--- src/rtl/mmm_pkg.sv ---
// mmm_pkg: shared fetch-side types for the icache interface.
package mmm_pkg;
  localparam int XLEN = 32;
  typedef struct packed {
    logic [XLEN-1:0] data;
    logic            err;
  } icache_out_t;
  typedef enum logic [1:0] {RESET, READY, ADDR_BUSY} ifc_state_t;
endpackage

--- src/rtl/icache_ifc_cnt.sv ---
// icache_ifc_cnt: up/down in-flight counter with clear and load.
module icache_ifc_cnt #(
  parameter int W = 2
) (
  input  logic         clk_i,
  input  logic         rst_i,
  input  logic         inc,
  input  logic         dec,
  input  logic         clear,
  input  logic         load,
  input  logic [W-1:0] load_val,
  output logic [W-1:0] cnt
);
  always_ff @(posedge clk_i or posedge rst_i)
    if (rst_i) cnt <= '0;
    else if (clear) cnt <= '0;
    else if (load) cnt <= load_val;
    else cnt <= cnt + W'(inc) - W'(dec);
endmodule

--- src/rtl/icache_fetch_ifc.sv ---
// icache_fetch_ifc: pipelined IF-to-icache adapter with in-order responses and flush-by-count.
// Optional perf counters enabled by defining ICACHE_FETCH_IFC_PERF_EN.
module icache_fetch_ifc #(
  parameter int XLEN            = mmm_pkg::XLEN,
  parameter int MAX_OUTSTANDING = 2
) (
  input  logic                 clk_i,
  input  logic                 rst_i,
  input  logic                 flush_i,
  input  logic [XLEN-1:0]      pc_i,
  input  logic                 read_req_i,
  output logic                 req_ready_o,
  output mmm_pkg::icache_out_t cache_out_o,
  output logic                 read_done_o,
  output logic [XLEN-1:0]      addr_o,
  output logic                 addr_valid_o,
  input  logic                 addr_ready_i,
  input  mmm_pkg::icache_out_t data_i,
  input  logic                 data_valid_i,
  output logic                 data_ready_o
`ifdef ICACHE_FETCH_IFC_PERF_EN
  ,
  output logic [31:0]          perf_req_o,
  output logic [31:0]          perf_stall_o
`endif
);
  import mmm_pkg::*;
  localparam int CW = $clog2(MAX_OUTSTANDING + 1);
  ifc_state_t state, next;
  logic [XLEN-1:0] saved_pc;
  logic busy_stale, accept, addr_hs, busy_hs, data_hs;
  logic [CW-1:0] live_cnt, drop_cnt;
  logic [CW:0] inflight;
  assign inflight = (CW+1)'(live_cnt) + (CW+1)'(drop_cnt);
  assign cache_out_o = data_i;
  always_comb begin
    req_ready_o  = state == READY && !flush_i && inflight < (CW+1)'(MAX_OUTSTANDING);
    accept       = read_req_i && req_ready_o;
    addr_valid_o = accept || state == ADDR_BUSY;
    addr_o       = state == ADDR_BUSY ? saved_pc : pc_i;
    addr_hs      = addr_valid_o && addr_ready_i;
    busy_hs      = state == ADDR_BUSY && addr_ready_i;
    data_ready_o = inflight != '0;
    data_hs      = data_valid_i && data_ready_o;
    read_done_o  = data_hs && drop_cnt == '0 && !flush_i;
    next = state == RESET ? READY :
           state == READY ? (accept && !addr_ready_i ? ADDR_BUSY : READY) :
           (addr_ready_i ? READY : ADDR_BUSY);
  end
  always_ff @(posedge clk_i or posedge rst_i)
    if (rst_i) begin
      state      <= RESET;
      saved_pc   <= '0;
      busy_stale <= 1'b0;
    end else begin
      state      <= next;
      if (accept && !addr_ready_i) saved_pc <= pc_i;
      busy_stale <= state == ADDR_BUSY && !addr_ready_i && (busy_stale || flush_i);
    end
  // Flush folds every live request (and a flushed address completing now) into the drop count.
  icache_ifc_cnt #(.W(CW)) u_live (
    .clk_i, .rst_i,
    .inc(addr_hs && !(busy_hs && busy_stale)),
    .dec(data_hs && drop_cnt == '0),
    .clear(flush_i),
    .load(1'b0),
    .load_val('0),
    .cnt(live_cnt)
  );
  icache_ifc_cnt #(.W(CW)) u_drop (
    .clk_i, .rst_i,
    .inc(busy_hs && busy_stale),
    .dec(data_hs && drop_cnt != '0),
    .clear(1'b0),
    .load(flush_i),
    .load_val(drop_cnt + live_cnt + CW'(busy_hs) - CW'(data_hs)),
    .cnt(drop_cnt)
  );
`ifdef ICACHE_FETCH_IFC_PERF_EN
  always_ff @(posedge clk_i or posedge rst_i)
    if (rst_i) begin
      perf_req_o   <= '0;
      perf_stall_o <= '0;
    end else begin
      perf_req_o   <= perf_req_o + 32'(accept && perf_req_o != '1);
      perf_stall_o <= perf_stall_o + 32'(read_req_i && !req_ready_o && perf_stall_o != '1);
    end
`endif
  assert property (@(posedge clk_i) disable iff (rst_i) data_valid_i |-> data_ready_o);
endmodule

--- config.mk ---
export PLATFORM = sky130hd
export DESIGN_NAME = icache_fetch_ifc
export DESIGN_NICKNAME = d
export VERILOG_FILES = /design/src/rtl/mmm_pkg.sv /design/src/rtl/icache_ifc_cnt.sv /design/src/rtl/icache_fetch_ifc.sv
export SDC_FILE = /design/constraint.sdc
export NUM_CORES = 1
export LEC_CHECK = 0
export BUFFER_PORTS_ARGS = -buffer_cell sky130_fd_sc_hd__buf_2
export CAP_MARGIN = 20
export CORE_UTILIZATION = 35
export CTS_CLUSTER_DIAMETER = 120
export CTS_CLUSTER_SIZE = 25
export DETAILED_ROUTE_END_ITERATION = 7
export GPL_ROUTABILITY_DRIVEN = 0
export PLACE_DENSITY_LB_ADDON = 0.15
export SLEW_MARGIN = 25
export SYNTH_ARGS = -nofsm -noshare
export SYNTH_HDL_FRONTEND = slang
export SYNTH_HIERARCHICAL = 1
export SYNTH_SLANG_ARGS = --single-unit
--- constraint.sdc ---
create_clock -name clk_i -period 4.35 [get_ports clk_i]
set_input_delay 0.435 -clock clk_i [delete_from_list [all_inputs] [get_ports clk_i]]
set_output_delay 0.435 -clock clk_i [all_outputs]
set_load 0.02 [all_outputs]
Word-level counts from Yosys, hierarchy flattened
Index checks and enable logic that the tools add are counted.

storage, ports and cells
  word-level logic and storage cells = 46
  bits in registers = 39
  output and inout port bits = 69
  bits of input ports = 71

operators by class
  multiplexer cells = 7
  reduce and logical (&&, ||, !) cells = 23
  add/subtract/negate cells = 8
  $lt $le $gt $ge = 1
  equality and inequality tests = 2

operators with widths
  operator                                                               count
  32-bit two-way mux                                                     1
  1-bit logical AND                                                      14
  2-bit two-way mux                                                      6
  2-bit by 1-bit adder with 2-bit output                                 3
  2-bit by 1-bit subtractor with 2-bit output                            3
  2-bit zero test                                                        2
  2-bit by 2-bit adder with 3-bit output                                 1
  1-bit zero test                                                        3
  3-bit by 2-bit < comparator with 1-bit output, second input constant   1
  3-bit nonzero test                                                     1
  2-bit adder                                                            1
  2-bit by 1-bit equality test with 1-bit output, second input constant  1
  2-bit equality test, second input constant                             1
  1-bit logical OR                                                       2
  2-bit nonzero test                                                     1

Longest topological paths before layout
  depth after elaboration = 10
  depth in mapped cells = 12
  gate-level depth less buffers = 12

Modules after synthesis
Netlist, hierarchy kept.

modules (own cells, without submodules)
  module            area an instance (um^2)  cells each  instances  sequential area each (um^2)
  icache_fetch_ifc  2,134.5                  172         1          875.8
  icache_ifc_cnt    137.6                    12          2          50.0

Worst setup path after synthesis
OpenSTA, ideal clock, no wires.

  path kind = reg-to-reg
  start = reg u_drop.cnt[0]
  end = reg u_drop.cnt[1]
  setup slack = 1.355 ns
  required time = 4.232 ns
  arrival time = 2.877 ns
  library setup time = 0.118 ns
  clock period less this slack = 2.995 ns
  stages on the path, launching flop included = 13
  buffers on the path = 0
  cell sequence = dfrtp_1 -> ha_1 -> fa_1 -> or3_1 -> nand2_1 -> inv_1 -> ha_1 -> inv_1 -> fa_1 -> xnor2_1 -> xnor2_1 -> mux2i_1 -> nor2_1

between the ends
  word-level cells in the longest chain between the ends = 6
  elaborated cells between the ends (all ways) = 11
  those cells by class = add/sub: 6; mux: 1; reduce/logical: 4

ends and longest elaborated chain
  element                                      line                    source
  start: declaration                           icache_ifc_cnt.sv:12    output logic [W-1:0] cnt
  start signal: assignment                     icache_ifc_cnt.sv:17    else if (load) cnt <= load_val;
  start signal: assignment                     icache_ifc_cnt.sv:18    else cnt <= cnt + W'(inc) - W'(dec);
  2-bit by 2-bit adder with 3-bit output (*)   icache_fetch_ifc.sv:34  assign inflight = (CW+1)'(live_cnt) + (CW+1)'(drop_cnt);
  3-bit nonzero test (*)                       icache_fetch_ifc.sv:43  data_ready_o = inflight != '0;
  named net data_ready_o                       icache_fetch_ifc.sv:20  output logic data_ready_o
  1-bit logical AND (*)                        icache_fetch_ifc.sv:44  data_hs = data_valid_i && data_ready_o;
  1-bit logical AND                            icache_fetch_ifc.sv:73  .dec(data_hs && drop_cnt != '0),
  2-bit by 1-bit subtractor with 2-bit output  icache_ifc_cnt.sv:18
  2-bit two-way mux (*)                        icache_ifc_cnt.sv:17

The timed path passes the listed nets; every way through them passes the cells marked *.
A chain may end at the register's enable or synchronous reset.

Worst setup path in the final report
  start = reg u_drop.cnt[0]
  end = reg u_drop.cnt[1]

between the ends
  word-level cells in the longest chain between the ends = 6
  elaborated cells between the ends (all ways) = 11
  those cells by class = add/sub: 6; mux: 1; reduce/logical: 4

ends and longest elaborated chain
  element                                              line
  branches (longest 5 deep; another with 2-bit adder)  n/a
  2-bit two-way mux (*)                                icache_ifc_cnt.sv:17

Mark *: on every way between the ends.

==> flow_summary.toml <==
[job]
maxCapViolCount = 0

[clock_network]
clock-sinks = 39
cts_hold_buf = 0
cts_max_level = 2
cts_max_path_buffers = 2
cts_tree = "built"
clock_latency_ns = 0.29
cts_buffers = 5
cts-root-buf = "clkbuf_8"
clk_pin_slew_worst_paths_ns = 0.08
postCtsSetupRepairBufs = 0
cts_resized = 0

[min_path]
hold_class = "input port to asynchronous set/reset pin"

[detailed_routing]
vias = 1509
drcViolationCount = 14
drtIter0Drc = 58
wirelength_mm = 4.65
routedWlPerCell_um = 14.5
postRouteAntennaNets = 0
first_pass_iters = 6
viasPerCell = 4.70

[yosys]
synth_cell_types = 25
synth_compound_area_share_pct = 1.09
synth_top_family_by_area = "multiplexers"
synthMuxAreaShare_pct = 31.6
synth_top_area_cell = "dfrtp_1"
ys_seq_area_share_pct = 40.5
synth_adder_area_share_pct = 5.30
synth_xor_area_share_pct = 2.70
netlist_area_um2 = 2410
synthArstFlopShare_pct = 100
yosysWarnings = 6
synthesis.instances = 196
ys_seq_elements = 39
synth_area_leaders = "dfrtp_1, mux2_2, buf_4"
ys.flop_type = "dfrtp_1"
syn_avg_cell_area_um2 = 12.3
synth.top_cell.area_share_pct = 40.5
synth-edff-count = 0
yosys.area_share.simple_pct = 4.67

[cells_and_area]
n_fill_cell = 635
area_growth_pct = 13.2
drive_gt1_share_pct = 61.5
multi_input_area_um2 = 1120
fin_cells = 321
fin_area_um2 = 2730
ff_latch_area_um2 = 976
antennaDiodeCount = 0
fin_nets = 323

[timing]
tns_ns = 0
slew_headroom_pct = 39.3
skew_ns = 0.00536
hold_violations = 0
max_freq_mhz = 334
final_max_slew_viol_count = 0
finalCriticalPeriod_ns = 2.99
grt_setup_unrepaired = "no"
fin_crit_sh_pct = 68.8
setup_viol = 0
hold_slack_ns = 0.0105
worstMarginPinSlew_ns = 0.910

[setup_path]
crit_path_end_kind = "register"
start_kind = "register"
path_class = "register to register"
regToRegSetupSlack_ns = 1.36
required_ns = 4.58
path_max_fanout = 6
arrival_ns = 3.22

[die]
initial_utilization_pct = 37.1
core-area_um2 = 6490
num_io_pins = 140
die_area_um2 = 7220
die_h_um = 85.0
rows = 29
die_x_um = 85.0

[placed_design]
hpwl_mm = 3.19
dp.cells = 313
port_buffers = 73
placed_area_um2 = 2610

[power]
power_density_nw_per_um2 = 545
p_total_uw = 1490
leakage_uw = 0.00137
vdd_drop_max_uv = 246

[grt]
grt_max_degree = 37
antenna_found_initial = 0
grt_usage_pct = 13.5
gr-total-overflow = 0
grt_pass1_vias = 1604
grt_pass1_wl_mm = 7.54

[run_status]
outcome = "finished with violations"
violations = "DRC"
## per-layer routing
layer / up-vias / global-route usage [%] / share of wire (%)
met4: 0 / 8.94 / 3.2
met5: - / 0 / 0
met3: 25 / 5.84 / 9.9
met1: 693 / 14.8 / 40
met2: 74 / 21.4 / 47
li1: 717 / - / -
## area by class of cell
type,count,area share [%]
Clock buffer,6,3.03
Clock inverter,2,1.28
Inverter,11,1.51
Multi-Input combinational cell,111,40.9
Sequential cell,39,35.8
Tap cell,77,3.53
Timing Repair Buffer,75,13.9
## worst max-delay path, stage by stage (launching register included)
cell and delay, ns:
dfrtp_1 0.46, ha_1 0.23, fa_1 0.44, or3_1 0.39, nand2_1 0.14, inv_1 0.06, ha_1 0.27, inv_1 0.05
fa_1 0.40, xnor2_1 0.20, xnor2_1 0.14, mux2i_1 0.09, nor2_1 0.08
## state kept, by name (all words and copies together), names as in the netlist
| register | cells |
|---|---|
| busy_stale | 1 |
| saved_pc | 32 |
| state | 2 |
| u_drop/cnt | 2 |
| u_live/cnt | 2 |
## synth_stat cells, drive strengths merged, types with 2 or more instances
library cell	number
ha	7
nand2b	2
mux2	64
inv	11
fa	2
nor2	10
xnor2	2
buf	36
dfrtp	39
mux2i	4
clkbuf	4
xor3	2
nor3	3
## where the power goes
group	total (µW)	internal, µW	switching (µW)
Clock	315	186	130
Combinational	551	305	246
Sequential	621	530	91.1
## logic make-up after synthesis
kind of cell / count (synthesis)
adders and majority gates: 9
buffers and inverters: 51
xor gates and xnor gates: 4
and+or+nand+nor: 20
other: 1
AOI/OAI and AO/OA: 4
muxes: 68
DFF: 39
## layout by cell type, fill, tap and decap left out, types with 2 or more instances in the layout
master / n
buf_2: 73
buf_4: 2
clkbuf_8: 6
conb_1: 6
dfrtp_1: 39
fa_1: 2
ha_1: 7
inv_1: 11
mux2_2: 64
mux2i_1: 4
nor2_1: 10
nor3_1: 2
xnor2_1: 2
xor3_1: 2
## metrics by stage
stage / setup WS [ns] / util, %
after CTS: 1.34 / 42.0
final: 1.36 / 42.0
after detailed placement: 1.36 / 40.2
after global placement: 1.41 / 40.2
after floorplan: 1.35 / -
after global routing: 1.16 / 42.0
## path summary, 6_finish.rpt
kind                       depth (start not counted)          start            end
max                                               12  u_drop/cnt[0]  u_drop/cnt[1]
min                                                2          rst_i  u_drop/cnt[1]
max reg2reg                                       12  u_drop/cnt[0]  u_drop/cnt[1]
min reg2reg                                        1   saved_pc[26]   saved_pc[26]
max in group asynchronous                          3          rst_i   saved_pc[19]
min in group clk_i                                 2   addr_ready_i     busy_stale
(Power assumes the default switching activity.)
